### src/rtl/div_requester_pkg.sv
// Shared types for the divider requester: FSM states, default operand width, result record.
package div_pkg;

  localparam int DIV_WIDTH = 16;

  typedef enum logic [1:0] {
    IDLE,
    REQ,
    RELEASE
  } div_state_t;

  typedef struct packed {
    logic [DIV_WIDTH-1:0] q;
    logic [DIV_WIDTH-1:0] r;
    logic                 dbz;
    logic                 to;
  } div_res_t;

endpackage

### src/rtl/div_requester_if.sv
// Command source, divider handshake and result sink of the divider requester.
interface div_requester_if #(
  parameter int WIDTH = div_pkg::DIV_WIDTH
);

  logic             CMD_VALID;
  logic             CMD_READY;
  logic [WIDTH-1:0] CMD_A;
  logic [WIDTH-1:0] CMD_D;
  logic             REQ;
  logic [WIDTH-1:0] A;
  logic [WIDTH-1:0] D;
  logic             ACK;
  logic             FDBZ;
  logic [WIDTH-1:0] Q;
  logic [WIDTH-1:0] R;
  logic             RES_VALID;
  logic             RES_READY;
  logic [WIDTH-1:0] RES_Q;
  logic [WIDTH-1:0] RES_R;
  logic             RES_DBZ;
  logic             RES_TO;
  logic             BUSY;

  modport master (
    input  CMD_VALID, CMD_A, CMD_D, ACK, FDBZ, Q, R, RES_READY,
    output CMD_READY, REQ, A, D, RES_VALID, RES_Q, RES_R, RES_DBZ, RES_TO, BUSY
  );

  modport slave (
    output CMD_VALID, CMD_A, CMD_D, ACK, FDBZ, Q, R, RES_READY,
    input  CMD_READY, REQ, A, D, RES_VALID, RES_Q, RES_R, RES_DBZ, RES_TO, BUSY
  );

endinterface

### src/rtl/div_requester_cmd_fifo.sv
// Synchronous command FIFO holding packed {A,D} pairs for the divider requester.
module div_cmd_fifo #(
  parameter int WIDTH = 32,
  parameter int DEPTH = 4
) (
  input  logic             CLK,
  input  logic             RST,
  input  logic             push,
  input  logic [WIDTH-1:0] wdata,
  input  logic             pop,
  output logic [WIDTH-1:0] rdata,
  output logic             full,
  output logic             empty
);

  localparam int AW = $clog2(DEPTH);

  logic [WIDTH-1:0] mem [DEPTH];
  logic [AW-1:0]    wptr;
  logic [AW-1:0]    rptr;
  logic [AW:0]      count;
  logic             do_push;
  logic             do_pop;

  always_comb begin
    full    = (count == (AW+1)'(DEPTH));
    empty   = (count == '0);
    do_push = push && !full;
    do_pop  = pop && !empty;
    rdata   = mem[rptr];
  end

  always_ff @(posedge CLK) begin
    if (RST) begin
      wptr  <= '0;
      rptr  <= '0;
      count <= '0;
    end else begin
      if (do_push) wptr <= wptr + 1'b1;
      if (do_pop)  rptr <= rptr + 1'b1;
      case ({do_push, do_pop})
        2'b10:   count <= count + 1'b1;
        2'b01:   count <= count - 1'b1;
        default: count <= count;
      endcase
    end
  end

  always_ff @(posedge CLK) begin
    if (do_push) mem[wptr] <= wdata;
  end

endmodule

### src/rtl/div_requester.sv
// Initiator side of the divider 4-phase REQ/ACK/FDBZ handshake: queues commands,
// issues them one at a time with a timeout, and returns one result per command.
module div_requester
  import div_pkg::*;
#(
  parameter int WIDTH   = DIV_WIDTH,
  parameter int DEPTH   = 4,
  parameter int TIMEOUT = 64
) (
  input  logic           CLK,
  input  logic           RST,
  div_requester_if.master bus
);

  localparam int             CW       = $clog2(TIMEOUT) + 1;
  localparam logic [CW-1:0]  CNT_LAST = CW'(TIMEOUT - 1);
  localparam logic [CW-1:0]  CNT_MAX  = '1;

  typedef struct packed {
    logic [WIDTH-1:0] q;
    logic [WIDTH-1:0] r;
    logic             dbz;
    logic             to;
  } res_t;

  div_state_t       state, state_n;
  logic [CW-1:0]    cnt;
  logic             req_q;
  logic [WIDTH-1:0] a_q, d_q;
  res_t             res_q, cap_res;
  logic             res_valid;

  logic             full, empty, cmd_ready, push, pop, cap, cnt_inc, slot_free;
  logic [2*WIDTH-1:0] head;

  // Readiness comes from the pre-pop count, so a full FIFO refuses a push even while popping.
  assign cmd_ready = !full && !RST;
  assign push      = bus.CMD_VALID && cmd_ready;
  assign slot_free = !res_valid || bus.RES_READY;

  div_cmd_fifo #(
    .WIDTH (2*WIDTH),
    .DEPTH (DEPTH)
  ) u_fifo (
    .CLK   (CLK),
    .RST   (RST),
    .push  (push),
    .wdata ({bus.CMD_A, bus.CMD_D}),
    .pop   (pop),
    .rdata (head),
    .full  (full),
    .empty (empty)
  );

  always_ff @(posedge CLK) begin
    if (RST) state <= IDLE;
    else     state <= state_n;
  end

  always_comb begin
    state_n = state;
    pop     = 1'b0;
    cap     = 1'b0;
    cnt_inc = 1'b0;
    cap_res = '0;
    unique case (state)
      IDLE: begin
        if (!empty && !bus.ACK && !bus.FDBZ) begin
          pop     = 1'b1;
          state_n = REQ;
        end
      end
      REQ: begin
        // A response with a full slot holds REQ high and freezes the counter.
        if (bus.FDBZ || bus.ACK) begin
          if (slot_free) begin
            cap         = 1'b1;
            cap_res.dbz = bus.FDBZ;
            if (!bus.FDBZ) begin
              cap_res.q = bus.Q;
              cap_res.r = bus.R;
            end
            state_n = RELEASE;
          end
        end else if (cnt >= CNT_LAST && slot_free) begin
          cap        = 1'b1;
          cap_res.to = 1'b1;
          state_n    = RELEASE;
        end else begin
          cnt_inc = 1'b1;
        end
      end
      RELEASE: begin
        if (!bus.ACK && !bus.FDBZ) state_n = IDLE;
      end
      default: state_n = IDLE;
    endcase
  end

  always_ff @(posedge CLK) begin
    if (RST) begin
      req_q <= 1'b0;
      a_q   <= '0;
      d_q   <= '0;
      cnt   <= '0;
    end else if (pop) begin
      req_q      <= 1'b1;
      {a_q, d_q} <= head;
      cnt        <= '0;
    end else if (cap) begin
      req_q <= 1'b0;
    end else if (cnt_inc && cnt != CNT_MAX) begin
      cnt <= cnt + 1'b1;
    end
  end

  always_ff @(posedge CLK) begin
    if (RST) begin
      res_valid <= 1'b0;
      res_q     <= '0;
    end else if (cap) begin
      res_valid <= 1'b1;
      res_q     <= cap_res;
    end else if (res_valid && bus.RES_READY) begin
      res_valid <= 1'b0;
      res_q     <= '0;
    end
  end

  assign bus.CMD_READY = cmd_ready;
  assign bus.REQ       = req_q;
  assign bus.A         = a_q;
  assign bus.D         = d_q;
  assign bus.RES_VALID = res_valid;
  assign bus.RES_Q     = res_q.q;
  assign bus.RES_R     = res_q.r;
  assign bus.RES_DBZ   = res_q.dbz;
  assign bus.RES_TO    = res_q.to;
  assign bus.BUSY      = (state != IDLE) || !empty;

endmodule

### src/flat_wrapper.sv
// flat-port wrapper written by rule: the top's interface ports become plain ports
module div_requester_flat import div_pkg::*;
#(
  parameter int WIDTH   = DIV_WIDTH,
  parameter int DEPTH   = 4,
  parameter int TIMEOUT = 64
)
  (CLK, RST, bus_CMD_VALID, bus_CMD_A, bus_CMD_D, bus_ACK, bus_FDBZ, bus_Q, bus_R, bus_RES_READY, bus_CMD_READY, bus_REQ, bus_A, bus_D, bus_RES_VALID, bus_RES_Q, bus_RES_R, bus_RES_DBZ, bus_RES_TO, bus_BUSY);
  div_requester_if #(.WIDTH(WIDTH)) bus_i ();
  input  logic CLK;
  input  logic RST;
  input wire logic [$bits(bus_i.CMD_VALID)-1:0] bus_CMD_VALID;
  input wire logic [$bits(bus_i.CMD_A)-1:0] bus_CMD_A;
  input wire logic [$bits(bus_i.CMD_D)-1:0] bus_CMD_D;
  input wire logic [$bits(bus_i.ACK)-1:0] bus_ACK;
  input wire logic [$bits(bus_i.FDBZ)-1:0] bus_FDBZ;
  input wire logic [$bits(bus_i.Q)-1:0] bus_Q;
  input wire logic [$bits(bus_i.R)-1:0] bus_R;
  input wire logic [$bits(bus_i.RES_READY)-1:0] bus_RES_READY;
  output wire logic [$bits(bus_i.CMD_READY)-1:0] bus_CMD_READY;
  output wire logic [$bits(bus_i.REQ)-1:0] bus_REQ;
  output wire logic [$bits(bus_i.A)-1:0] bus_A;
  output wire logic [$bits(bus_i.D)-1:0] bus_D;
  output wire logic [$bits(bus_i.RES_VALID)-1:0] bus_RES_VALID;
  output wire logic [$bits(bus_i.RES_Q)-1:0] bus_RES_Q;
  output wire logic [$bits(bus_i.RES_R)-1:0] bus_RES_R;
  output wire logic [$bits(bus_i.RES_DBZ)-1:0] bus_RES_DBZ;
  output wire logic [$bits(bus_i.RES_TO)-1:0] bus_RES_TO;
  output wire logic [$bits(bus_i.BUSY)-1:0] bus_BUSY;
  assign bus_i.CMD_VALID = bus_CMD_VALID;
  assign bus_i.CMD_A = bus_CMD_A;
  assign bus_i.CMD_D = bus_CMD_D;
  assign bus_i.ACK = bus_ACK;
  assign bus_i.FDBZ = bus_FDBZ;
  assign bus_i.Q = bus_Q;
  assign bus_i.R = bus_R;
  assign bus_i.RES_READY = bus_RES_READY;
  assign bus_CMD_READY = bus_i.CMD_READY;
  assign bus_REQ = bus_i.REQ;
  assign bus_A = bus_i.A;
  assign bus_D = bus_i.D;
  assign bus_RES_VALID = bus_i.RES_VALID;
  assign bus_RES_Q = bus_i.RES_Q;
  assign bus_RES_R = bus_i.RES_R;
  assign bus_RES_DBZ = bus_i.RES_DBZ;
  assign bus_RES_TO = bus_i.RES_TO;
  assign bus_BUSY = bus_i.BUSY;
  div_requester #(.WIDTH(WIDTH), .DEPTH(DEPTH), .TIMEOUT(TIMEOUT)) u_core (.CLK(CLK), .RST(RST), .bus(bus_i));
endmodule
### config.mk
export PLATFORM = sky130hd
export DESIGN_NAME = div_requester_flat
export DESIGN_NICKNAME = d
export VERILOG_FILES = /design/src/rtl/div_requester_pkg.sv /design/src/rtl/div_requester_if.sv /design/src/rtl/div_requester_cmd_fifo.sv /design/src/rtl/div_requester.sv /design/src/flat_wrapper.sv
export SDC_FILE = /design/constraint.sdc
export NUM_CORES = 1
export LEC_CHECK = 0
export CORE_ASPECT_RATIO = 1.2
export CORE_UTILIZATION = 35
export CTS_BUF_LIST = sky130_fd_sc_hd__clkbuf_8
export DETAILED_ROUTE_END_ITERATION = 12
export PLACE_DENSITY = 0.57
export SLEW_MARGIN = 20
export SYNTH_ARGS = -nofsm -noshare
export SYNTH_HDL_FRONTEND = slang
export SYNTH_HIERARCHICAL = 1
export SYNTH_SLANG_ARGS = --single-unit
### constraint.sdc
create_clock -name CLK -period 5.3 [get_ports CLK]
set_input_delay 1.59 -clock CLK [delete_from_list [all_inputs] [get_ports CLK]]
set_output_delay 1.59 -clock CLK [all_outputs]
set_load 0.01 [all_outputs]
After elaboration in Yosys (flattened, before gate mapping) --
Memory sizes are Yosys's and may differ from the RTL's. A register that Yosys moved wholly into a read port is not among the register bits. Cells that the tools add are included.
Cells by class: div/mod/pow operators 0, $mul 0, add/subtract/negate cells 5, equal/unequal tests 10, bitwise gates (word level) 1, order comparisons 1, muxes and demuxes 29, shifts and indexed selects 0, reduce and logical (&&, ||, !) cells 28
Operators by type and width (count):
- $mux W34 | 3
- $mux W33 | 2
- $mux W32 | 1
- $mux W1 | 16
- $logic_and A1 B1 Y1 | 10
- $mux W2 | 5
- $reduce_bool A2 Y1 | 4
- $add A7 B1 Y7 const B | 1
- $ge A7 B6 Y1 const B | 1
- $ne A7 B7 Y1 const B | 1
- $logic_not A1 Y1 | 6
- $pmux W2 S3 | 1
- $pmux W3 S2 | 1
- $add A2 B1 Y2 const B | 2
- $eq A2 B1 Y1 const B | 2
- $eq A2 B2 Y1 const B | 2
- $ne A2 B1 Y1 const B | 2
- $reduce_and A4 Y1 | 1
- $add A3 B1 Y3 const B | 1
- $eq A3 B3 Y1 const B | 1
- $logic_not A3 Y1 | 1
- $logic_or A1 B1 Y1 | 3
- $ne A3 B1 Y1 const B | 1
- $ne A3 B2 Y1 const B | 1
- other kinds (5) | 5
Storage, ports and cells: latch bits 0, bits in read-only memories 0, bits in writable memories 128, flip-flop bits (word level) 52, output and inout bits 70, word-level logic and storage cells 86, memories 1
Memory list:
- u_core.u_fifo.mem | words 4, width 32, read ports 1, clocked after memory_dff 1, write ports 1, line div_requester_cmd_fifo.sv:18 | logic [WIDTH-1:0] mem [DEPTH];

Longest topological paths before layout --
Gate-level depths: netlist of run 1.
depth after elaboration 9, gate-level depth with buffers 13

Cells and area by module --
The synthesis of run 1 kept the hierarchy.
By module, submodules not included:
- div_cmd_fifo | instances 1, cells each 221, area an instance 5143.7 sq um
- div_requester | instances 1, cells each 293, area an instance 2800.2 sq um

Worst setup path before layout of run 1 --
OpenSTA, ideal clock, no wires.
kind input port to flip-flop, start point input port bus_ACK, end point register u_core.u_fifo.count[2], buffers on the path 1, data required time 5.230 ns, arrival 3.725 ns, stages on the path 12, path slack 1.505 ns, cell sequence nor4_1 -> nand2_1 -> inv_1 -> buf_2 -> o31ai_2 -> inv_1 -> ha_1 -> inv_1 -> fa_1 -> xor2_1 -> or3_1 -> a21oi_1
Between the ends: word-level cells in the longest chain between the ends 8
Ends and longest elaborated chain:
- start, declared | line flat_wrapper.sv:15 | input wire logic [$bits(bus_i.ACK)-1:0] bus_ACK;
- $logic_not A1 Y1 * | line div_requester.sv:68 | if (!empty && !bus.ACK && !bus.FDBZ) begin
- $logic_and A1 B1 Y1 * (2 in a row) | line div_requester.sv:68
- $mux W1 * | line div_requester.sv:68
- $mux W1 * | line div_requester.sv:66 | unique case (state)
- net u_core.pop | line div_requester.sv:33 | logic full, empty, cmd_ready, push, pop, cap, cnt_inc, slot_free;
- $logic_and A1 B1 Y1 * | line div_requester_cmd_fifo.sv:29 | do_pop = pop && !empty;
- net u_core.u_fifo.do_pop | line div_requester_cmd_fifo.sv:23 | logic do_pop;
- $eq A2 B1 Y1 or $eq A2 B2 Y1 (tied branches) | line div_requester_cmd_fifo.sv:41 | case ({do_push, do_pop})
- $pmux W3 S2 or $reduce_bool A2 Y1 (tied branches)
- end signal, assigned | line div_requester_cmd_fifo.sv:42 | 2'b10: count <= count + 1'b1;
- end signal, assigned | line div_requester_cmd_fifo.sv:43 | 2'b01: count <= count - 1'b1;
- end signal, assigned | line div_requester_cmd_fifo.sv:44 | default: count <= count;
- end, declared | line div_requester_cmd_fifo.sv:21 | logic [AW:0] count;
Mark *: on every way through the listed nets, which the timed path passes. The rest lies on a longest branch. A chain may end at the register's enable or synchronous reset.

Worst setup path in the final report of run 1 --
start point input port RST, end point output port bus_CMD_READY
Between the ends: word-level cells in the longest chain between the ends 2
Ends and longest elaborated chain:
- start, declared | line flat_wrapper.sv:11 | input logic RST;
- $logic_not A1 Y1 | line div_requester.sv:37 | assign cmd_ready = !full && !RST;
- $logic_and A1 B1 Y1 | line div_requester.sv:37
- end, declared | line flat_wrapper.sv:20 | output wire logic [$bits(bus_i.CMD_READY)-1:0] bus_CMD_READY;
No other way between the ends.

==> out/qor.yml, run 1 <==
run_status:
  status: "finished clean"
grt:
  grt_pass1_vias: 5107
  grt-ovfl-total: 0
  grt_usage_pct: 14.6
  grt_max_degree: 55
  grt_antenna_before_repair: 1
  grt_pass1_wl_mm: 26.7
timing:
  setup_ws_ns: 1.36
  max_clock_freq_ghz: 0.254
  slew_headroom_pct: 36.2
  rsz0062_at_grt: "false"
  fin_crit_ns: 3.94
  hold_ws_ns: 0.451
  worstMarginPinSlew_ns: 0.958
  final_max_slew_viol_count: 0
  timing_hold_violations_final: 0
  finClkSkew_ns: 0.0204
  fin_crit_sh_pct: 74.4
  setup_viol_count_final: 0
  setup_tns_ns: 0
layout:
  multi_input_area_um2: 2150
  final-seq-area_um2: 5570
  finalNetCount: 747
  synthToLayoutAreaGrowth_pct: 28.6
  post_layout_nonfiller_instances: 974
  drive_gt1_share_pct: 14.6
  fillCellCount: 2003
worst_setup_path:
  crit_family: "buffers and inverters"
  worstPathMaxFanout: 2
  startpoint_type: "primary input"
  end_kind: "output pin"
  r2r_cells: 12
  cp_cell_sequence: "buf_2 -> nor2_1 -> clkdlybuf4s50_1"
  max_stage_delay_ns: 0.54
  startpoint: "RST"
  r2r_end: "u_core/u_fifo/count[2]$_SDFFE_PP0P_"
  cp.required_ns: 3.71
  crit_type: "primary input to output pin"
  crit_arrival_ns: 2.35
  worstReg2RegStart: "u_core/u_fifo/count[2]$_SDFFE_PP0P_"
  crit_buf_inv: 2
  rrSetupSlack_ns: 2.71
  cp_slowest_cell: "clkdlybuf4s50_1"
synthesis:
  syn_avg_cell_area_um2: 15.5
  synth_fp_nets: 591
  netlist_area_um2: 7940
  synth-main-ff-cell: "edfxtp_1"
  synth_edf_count: 128
  synth_top_area_share_pct: 48.4
  async_flop_share_pct: 0
  syn_inst: 514
  synth_common_cells: "edfxtp_1 (128), dfxtp_1 (86), nand2_1 (70)"
  synth_top_area_cell: "edfxtp_1"
  yosysUniqueCellTypes: 47
  ys_seq_elements: 214
  ys_top_cells_by_area: "edfxtp_1 (48%), dfxtp_1 (22%), mux4_2 (8.5%)"
  yosys_warnings: 6
  yosysMostFrequentCell: "edfxtp_1"
  ys_seq_area_share_pct: 70.1
detailed_routing:
  drt_wl_total_mm: 16.8
  antenna_left: 0
  drt_iter0_drc: 284
  routedWlPerCell_um: 17.2
  vias: 4824
  drc: 0
  dr.pass1.iters: 4
  routed_via_density: 4.95
floorplanning:
  floorplan.initialDensity_pct: 35.5
  core_area_um2: 22400
  rows: 60
  die_area_um2: 23300
  die_height_um: 167
  pin_count: 140
  die_x_um: 140
hold_path:
  hold_depth: 2
  min_from: "u_core/bus.D[3]$_SDFFE_PP0P_"
  hold_end: "u_core/bus.D[3]$_SDFFE_PP0P_"
  hp-class: "flop to flop"
power_and_ir_drop:
  internal_power_w: 0.00262
  clkPwrFrac_pct: 39.8
  switching_share_pct: 21.8
  power.leakage_nw: 3.36
  combPwrFrac_pct: 6.1
  pwr_density_cell_nw_per_um2: 328
  power_frac_seq_pct: 54.1
  ir_worst_vdd_mv: 0.203
  power_switching_w: 0.000731
clocking:
  cts_made_buffers: 36
  ctsResizeCount: 0
  cts_tree: "done"
  ctsHoldBuffers: 0
  clkSinkCount: 214
  cts_root_buf: "clkbuf_8"
  clk_pin_slew_ns: 0.05
  insertion_delay_ns: 0.51
  cts-htree-levels: 2
  clk_path_buf_depth: 3
  post-cts-setup-buffers: 0
placement:
  place_congestion: 0.803
  io_buffer_count: 139
  place_ws_ns: 0.989
  dp.cells: 911
  hpwlAfterDp_mm: 10.3
run:
  maxCapViolCount: 0
## flip-flops by register name (all words and copies together), names as in the netlist, named ones only
signal and count:
u_core/cnt 7, u_core/state 2, u_core/bus.RES_R 16, u_core/u_fifo/count 3, u_core/bus.RES_DBZ 1, u_core/u_fifo/rptr 2, u_core/bus.RES_VALID 1, u_core/bus.A 16
u_core/bus.REQ 1, u_core/bus.D 16, u_core/u_fifo/mem 128, u_core/u_fifo/wptr 2, u_core/bus.RES_Q 16, u_core/bus.RES_TO 1
## final cells by class
cell class                 count  area share (%)
inverter                      13           0.478
antenna                        1          0.0245
multi-input combinational    260            21.1
clock inverter                20           0.833
timing repair buffer         145            14.0
tap                          279            3.42
clock buffer                  42            5.66
sequential                   214            54.5
## placed cells by master (no fill, tap or decap), drive strengths merged, types with 2 or more instances in the layout
cell,instances
nand2,70
or3,5
clkinvlp,2
ha,6
edfxtp,128
o21ai,6
nand2b,5
nor2,11
a22o,33
dfxtp,86
nor3,3
and2,5
nor4b,2
buf,7
clkdlybuf4s50,138
o22ai,2
or2b,2
xor2,3
mux2i,2
clkbuf,42
mux4,32
a21oi,45
clkinv,9
o31ai,4
nand3,5
or4,3
inv,22
nor4,2
## per-stage QoR
stage	util, %	cell area (um^2)	total power [W]
2_1_floorplan	-	7940	0.00194
3_3_place_gp	42.7	9550	0.00205
3_5_place_dp	42.7	9550	0.00206
4_1_cts	45.6	10200	0.00341
5_1_grt	45.6	10200	0.00350
6_report	45.7	10200	0.00335
## how the worst max path moves through the flow
stage | to | slack (ns) | cells after the start
4_1_cts | bus_CMD_READY | 1.35 | 3
2_1_floorplan | u_core/u_fifo/count[2]$_SDFFE_PP0P_ | 1.50 | 12
3_3_place_gp | u_core/u_fifo/count[2]$_SDFFE_PP0P_ | 1.13 | 12
6_report | bus_CMD_READY | 1.36 | 3
3_5_place_dp | u_core/u_fifo/count[2]$_SDFFE_PP0P_ | 0.99 | 12
5_1_grt | bus_CMD_READY | 1.33 | 3
## power by group through the flow
stage	Combinational, W	Sequential (W)	Clock [W]
finish	0.000205	0.00181	0.00133
global route	0.000224	0.00182	0.00146
CTS	0.000210	0.00181	0.00139
detailed placement	0.000209	0.00185	0
global placement	0.000203	0.00185	0
floorplan	0.0000892	0.00185	0
## layer usage
metal | routed length [um] | track usage [%] | vias up
met5 | 0 | 0 | -
met4 | 337 | 5.11 | 0
met3 | 1200 | 4.74 | 30
met2 | 8450 | 25.9 | 154
met1 | 6760 | 16.4 | 2378
li1 | - | - | 2262
## tightest hold or removal path, cell delays in order, from the launching register on
cell     delay [ns]
dfxtp_1        0.30
nand2_1        0.05
a21oi_1        0.05
## logic make-up (layout without fill, tap and decap cells)
family          Yosys count  after routing  share of synthesized area (%)
flops                   214            214                           70.1
mux                      34             34                           9.42
other cells               0              1                              0
buf+inv                  40            220                           3.07
fa+ha+maj                 7              7                           1.20
xor+xnor                  3              3                          0.331
compound gates           98             98                           8.69
simple gates            118            118                           7.23
Note: power is estimated with default switching activity, not from simulation.
==> inputs of run 2 (changes only) <==
Clock period 5.3 ns to 4.1 ns, I/O delays scaled along.
==> out/qor.yml, run 2 (synthesized netlist as in run 1, its figures left out) <==
timing:
  rsz0062_at_grt: "false"
  fin_crit_ns: 3.46
  max_clock_freq_ghz: 0.289
  setup_ws_ns: 0.638
  timing_hold_violations_final: 0
  worstMarginPinSlew_ns: 0.911
  slew_headroom_pct: 38.8
  setup_viol_count_final: 0
  fin_crit_sh_pct: 84.4
  setup_tns_ns: 0
  finClkSkew_ns: 0.0349
  final_max_slew_viol_count: 0
clocking:
  ctsResizeCount: 0
  post-cts-setup-buffers: 0
  cts_made_buffers: 37
  cts_tree: "done"
  clk_pin_slew_ns: 0.06
  ctsHoldBuffers: 0
  clkSinkCount: 214
  cts_root_buf: "clkbuf_8"
  cts-htree-levels: 2
  insertion_delay_ns: 0.54
  clk_path_buf_depth: 3
power_and_ir_drop:
  switching_share_pct: 22.8
  internal_power_w: 0.00346
  combPwrFrac_pct: 6.1
  power_frac_seq_pct: 52.4
  clkPwrFrac_pct: 41.6
  power_w: 0.00448
  pwr_density_cell_nw_per_um2: 431
  power_switching_w: 0.00102
  power.leakage_nw: 3.46
  ir_worst_vdd_mv: 0.302
grt:
  grt_antenna_before_repair: 1
  grt_usage_pct: 15.3
  grt-ovfl-total: 0
  grt_pass1_vias: 5288
  grt_pass1_wl_mm: 28.0
  grt_max_degree: 55
worst_setup_path:
  startpoint: "u_core/u_fifo/count[1]$_SDFFE_PP0P_"
  r2r_cells: 12
  worstPathMaxFanout: 5
  end_kind: "output pin"
  worstReg2RegStart: "u_core/u_fifo/count[2]$_SDFFE_PP0P_"
  startpoint_type: "flop"
  cp.required_ns: 2.87
  crit_type: "flop to output pin"
  crit_arrival_ns: 2.23
placement:
  place_ws_ns: 0.292
  hpwlAfterDp_mm: 11.1
  io_buffer_count: 139
  placed_cell_area_um2: 9660
  place_congestion: 0.760
layout:
  synthToLayoutAreaGrowth_pct: 30.9
  drive_gt1_share_pct: 16.5
  fin_area_um2: 10400
  largest_register_ffs: 128
  top_register: "u_core/u_fifo/mem"
  final_cell_mix: "clkdlybuf4s50_1 (138), edfxtp_1 (128), dfxtp_1 (84), nand2_1 (69), a21oi_1 (45)"
  fillCellCount: 1947
  finalNetCount: 756
  final_common_cell: "clkdlybuf4s50_1"
detailed_routing:
  drt_iter0_drc: 212
  vias: 4925
  routedWlPerCell_um: 17.6
  drc: 0
  antenna_left: 0
  drt_wl_total_mm: 17.3
  dr.pass1.iters: 4
  routed_via_density: 4.99
floorplanning:
  core_area_um2: 22400
  die_height_um: 167
  rows: 60
  die_x_um: 140
  floorplan.initialDensity_pct: 35.5
  die_area_um2: 23300
  pin_count: 140
hold_path:
  hold_depth: 2
  min_from: "u_core/bus.A[12]$_SDFFE_PP0P_"
  hp-class: "flop to flop"
run:
  maxCapViolCount: 0
run_status:
  status: "finished clean"
==> run 2: cell types whose count changed in the layout (fill, tap and decap cells not counted), moves of 2 or more <==
cell      previous run  this run
clkinv_1             7         1
buf_12               0         4
buf_4                6        10
inv_1               22        25
clkbuf_8            42        44
clkinv_2             2         4
clkinv_8             0         2
==> run 2: layer usage <==
layer | vias to the layer above | routed length (um) | GRT usage [%]
met5 | - | 0 | 0
met3 | 33 | 1180 | 4.72
met1 | 2452 | 7120 | 17.4
li1 | 2285 | - | -
met4 | 0 | 420 | 5.69
met2 | 155 | 8610 | 27.0
==> run 2: worst paths after layout <==
path                                    endpoint  slack [ns]
max                                     bus_BUSY        0.64
min                u_core/bus.A[12]$_SDFFE_PP0P_        0.45
max reg2reg  u_core/u_fifo/count[2]$_SDFFE_PP0P_        1.47
min reg2reg        u_core/bus.A[12]$_SDFFE_PP0P_        0.45
==> run 2: critical path: stages, from the launching register on <==
cell,delay (ns)
dfxtp_1,0.37
nor3_2,0.38
inv_1,0.15
or3_1,0.34
clkdlybuf4s50_1,0.49
==> run 2: cell type report <==
class / instances / area [um^2] / share of cell area, %
clock inverter: 23 / 133 / 1.28
multi-input combinational: 260 / 2150 / 20.7
antenna: 1 / 2.50 / 0.0241
clock buffer: 44 / 606 / 5.82
tap: 279 / 349 / 3.36
timing repair buffer: 153 / 1540 / 14.8
sequential: 214 / 5570 / 53.5
inverter: 13 / 48.8 / 0.469
==> run 2: metrics by stage <==
step | std cells | hold WS (ns) | utilization, %
after global placement | 919 | 0.444 | 43.2
final | 987 | 0.451 | 46.5
after detailed placement | 919 | 0.448 | 43.2
after CTS | 986 | 0.457 | 46.5
after global routing | 986 | 0.481 | 46.5
after floorplan | 514 | 0.443 | -
==> run 2: power by group through the flow <==
stage / clock, W / sequential (W) / combinational [W]
finish: 0.00186 / 0.00235 / 0.000271
global route: 0.00203 / 0.00235 / 0.000296
CTS: 0.00194 / 0.00235 / 0.000277
detailed placement: 0 / 0.00239 / 0.000275
global placement: 0 / 0.00239 / 0.000269
floorplan: 0 / 0.00239 / 0.000115
==> inputs of run 3 (changes only) <==
Settings changed: PLACE_DENSITY 0.57 to 0.59.
Clock period 4.1 ns to 2.91 ns, I/O delays scaled along.
==> out/qor.yml, run 3 (synthesized netlist as in run 1, its figures left out) <==
clocking:
  cts_tree: "done"
  cts-htree-levels: 2
  insertion_delay_ns: 0.52
  clk_path_buf_depth: 3
  ctsHoldBuffers: 0
  clkSinkCount: 214
  clk_pin_slew_ns: 0.06
  cts_root_buf: "clkbuf_8"
  cts_made_buffers: 38
floorplanning:
  floorplan.initialDensity_pct: 35.5
  die_area_um2: 23300
  core_area_um2: 22400
  die_height_um: 167
  rows: 60
  die_x_um: 140
  pin_count: 140
power_and_ir_drop:
  pwr_density_cell_nw_per_um2: 608
  ir_worst_vdd_mv: 0.411
  power.leakage_nw: 3.52
detailed_routing:
  wl_met3_mm: 1.25
  routed_via_density: 4.96
  antenna_left: 0
  drt-met1-wl_mm: 7.23
  drt_iter0_drc: 191
  vias: 4935
  dr.max_layer_used: "met4"
  drt_wl_total_mm: 17.6
  drc: 0
  routedWlPerCell_um: 17.7
  dr.pass1.iters: 4
  met2_length_mm: 8.65
timing:
  rsz0062_at_grt: "false"
  timing_hold_violations_final: 0
  slew_headroom_pct: 39.6
  worstMarginPinSlew_ns: 0.906
  setup_tns_ns: 0
  setup_viol_count_final: 0
  fin_crit_ns: 2.79
  finClkSkew_ns: 0.0170
  fin_crit_sh_pct: 95.8
  max_clock_freq_ghz: 0.359
  final_max_slew_viol_count: 0
placement:
  dp.cells: 926
  io_buffer_count: 139
  placed_cell_area_um2: 9750
  place_congestion: 0.753
  hpwlAfterDp_mm: 11.0
grt:
  grt_antenna_before_repair: 0
  grt_pass1_wl_mm: 27.9
  grt-ovfl-total: 0
  grt_pass1_vias: 5300
  grt_usage_pct: 15.4
  grt_max_degree: 55
worst_setup_path:
  rrSetupSlack_ns: 0.29
  cp.required_ns: 3.33
  cp_cell_sequence: "clkdlybuf4s50_1 -> nor4_2 -> nand2_2 -> inv_2 -> o31ai_2 -> inv_1 -> ha_1 -> inv_1 -> fa_1 -> xor2_1 -> or3_1 -> a21oi_1"
  cp_slowest_cell: "clkdlybuf4s50_1"
  r2r_end: "u_core/u_fifo/count[2]$_SDFFE_PP0P_"
  worstPathMaxFanout: 2
  crit_arrival_ns: 3.21
  end_kind: "flop"
  startpoint_type: "primary input"
  crit_family: "simple AND/OR/NAND/NOR gates"
  r2r_cells: 12
  worstReg2RegStart: "u_core/u_fifo/count[2]$_SDFFE_PP0P_"
  crit_type: "primary input to flop"
  cpMostUsedCell: "inv_1"
  max_stage_delay_ns: 0.47
  crit_buf_inv: 4
layout:
  final_common_cell: "clkdlybuf4s50_1"
  drive_gt1_share_pct: 17.2
  fin_area_um2: 10500
  fillCellCount: 1969
  diodes: 0
  final_cell_mix: "clkdlybuf4s50_1 (137), edfxtp_1 (128), dfxtp_1 (84), nand2_1 (69), a21oi_1 (45)"
  finalNetCount: 765
  largest_register_ffs: 128
  top_register: "u_core/u_fifo/mem"
  synthToLayoutAreaGrowth_pct: 32.3
  post_layout_nonfiller_instances: 994
hold_path:
  hp-class: "flop to flop"
  hold_depth: 2
  hold_end: "u_core/bus.D[11]$_SDFFE_PP0P_"
  min_from: "u_core/bus.D[11]$_SDFFE_PP0P_"
run_status:
  status: "finished clean"
run:
  maxCapViolCount: 0
[run 3: what timing repair did]
| action | in CTS | in global routing |
|---|---|---|
| resized for setup | 2 | 0 |
| buffers inserted | 1 | 0 |
| setup endpoints to repair | 1 | 0 |
[run 3: final cells by class]
class	instances	area [um^2]	area share, %
clock inverters	25	163	1.55
inverters	13	48.8	0.464
multi-input cells	260	2160	20.6
well taps	279	349	3.32
repair buffers	161	1640	15.6
clock buffers	42	578	5.50
flip-flops and latches	214	5570	53.0
[run 3: how the worst max path moves through the flow]
stage	startpoint	to	slack [ns]	cells past startpoint
after floorplan	bus_ACK	u_core/u_fifo/count[2]$_SDFFE_PP0P_	-0.03	12
after global placement	bus_ACK	u_core/u_fifo/count[2]$_SDFFE_PP0P_	-0.26	12
after detailed placement	bus_ACK	u_core/u_fifo/count[2]$_SDFFE_PP0P_	-0.39	12
after CTS	u_core/u_fifo/count[2]$_SDFFE_PP0P_	bus_CMD_READY	0.13	3
after global routing	bus_ACK	u_core/u_fifo/count[2]$_SDFFE_PP0P_	0.007	12
final	bus_ACK	u_core/u_fifo/count[2]$_SDFFE_PP0P_	0.12	12
[run 3: power breakdown]
| group | internal, W | switching, W |
|---|---|---|
| sequential | 0.00328 | 0.0000329 |
| clock | 0.00150 | 0.00118 |
| combinational | 0.000210 | 0.000185 |
[run 3: layer usage]
metal	track usage, %	up-vias
li1	-	2306
met1	17.8	2408
met2	27.0	185
met3	4.49	36
met4	5.49	0
met5	0	-
[run 3: stage by stage]
stage	utilization [%]	total power [W]	worst slack, ns	hold WS, ns
final	47.0	0.00638	0.121	0.453
after global routing	47.0	0.00666	0.00656	0.478
after floorplan	-	0.00354	-0.0251	0.443
after detailed placement	43.6	0.00377	-0.392	0.451
after global placement	43.6	0.00375	-0.261	0.447
after CTS	47.0	0.00648	0.127	0.459
[run 3: worst reg2reg max path, delay by kind of cell, from the launching register on]
family                     cells  cell delay (ns)
DFF                            1             0.45
adders and majority gates      2             0.53
AOI/OAI and AO/OA              1             0.17
xor gates and xnor gates       1             0.16
and+or+nand+nor                5             1.01
buffers and inverters          3             0.20
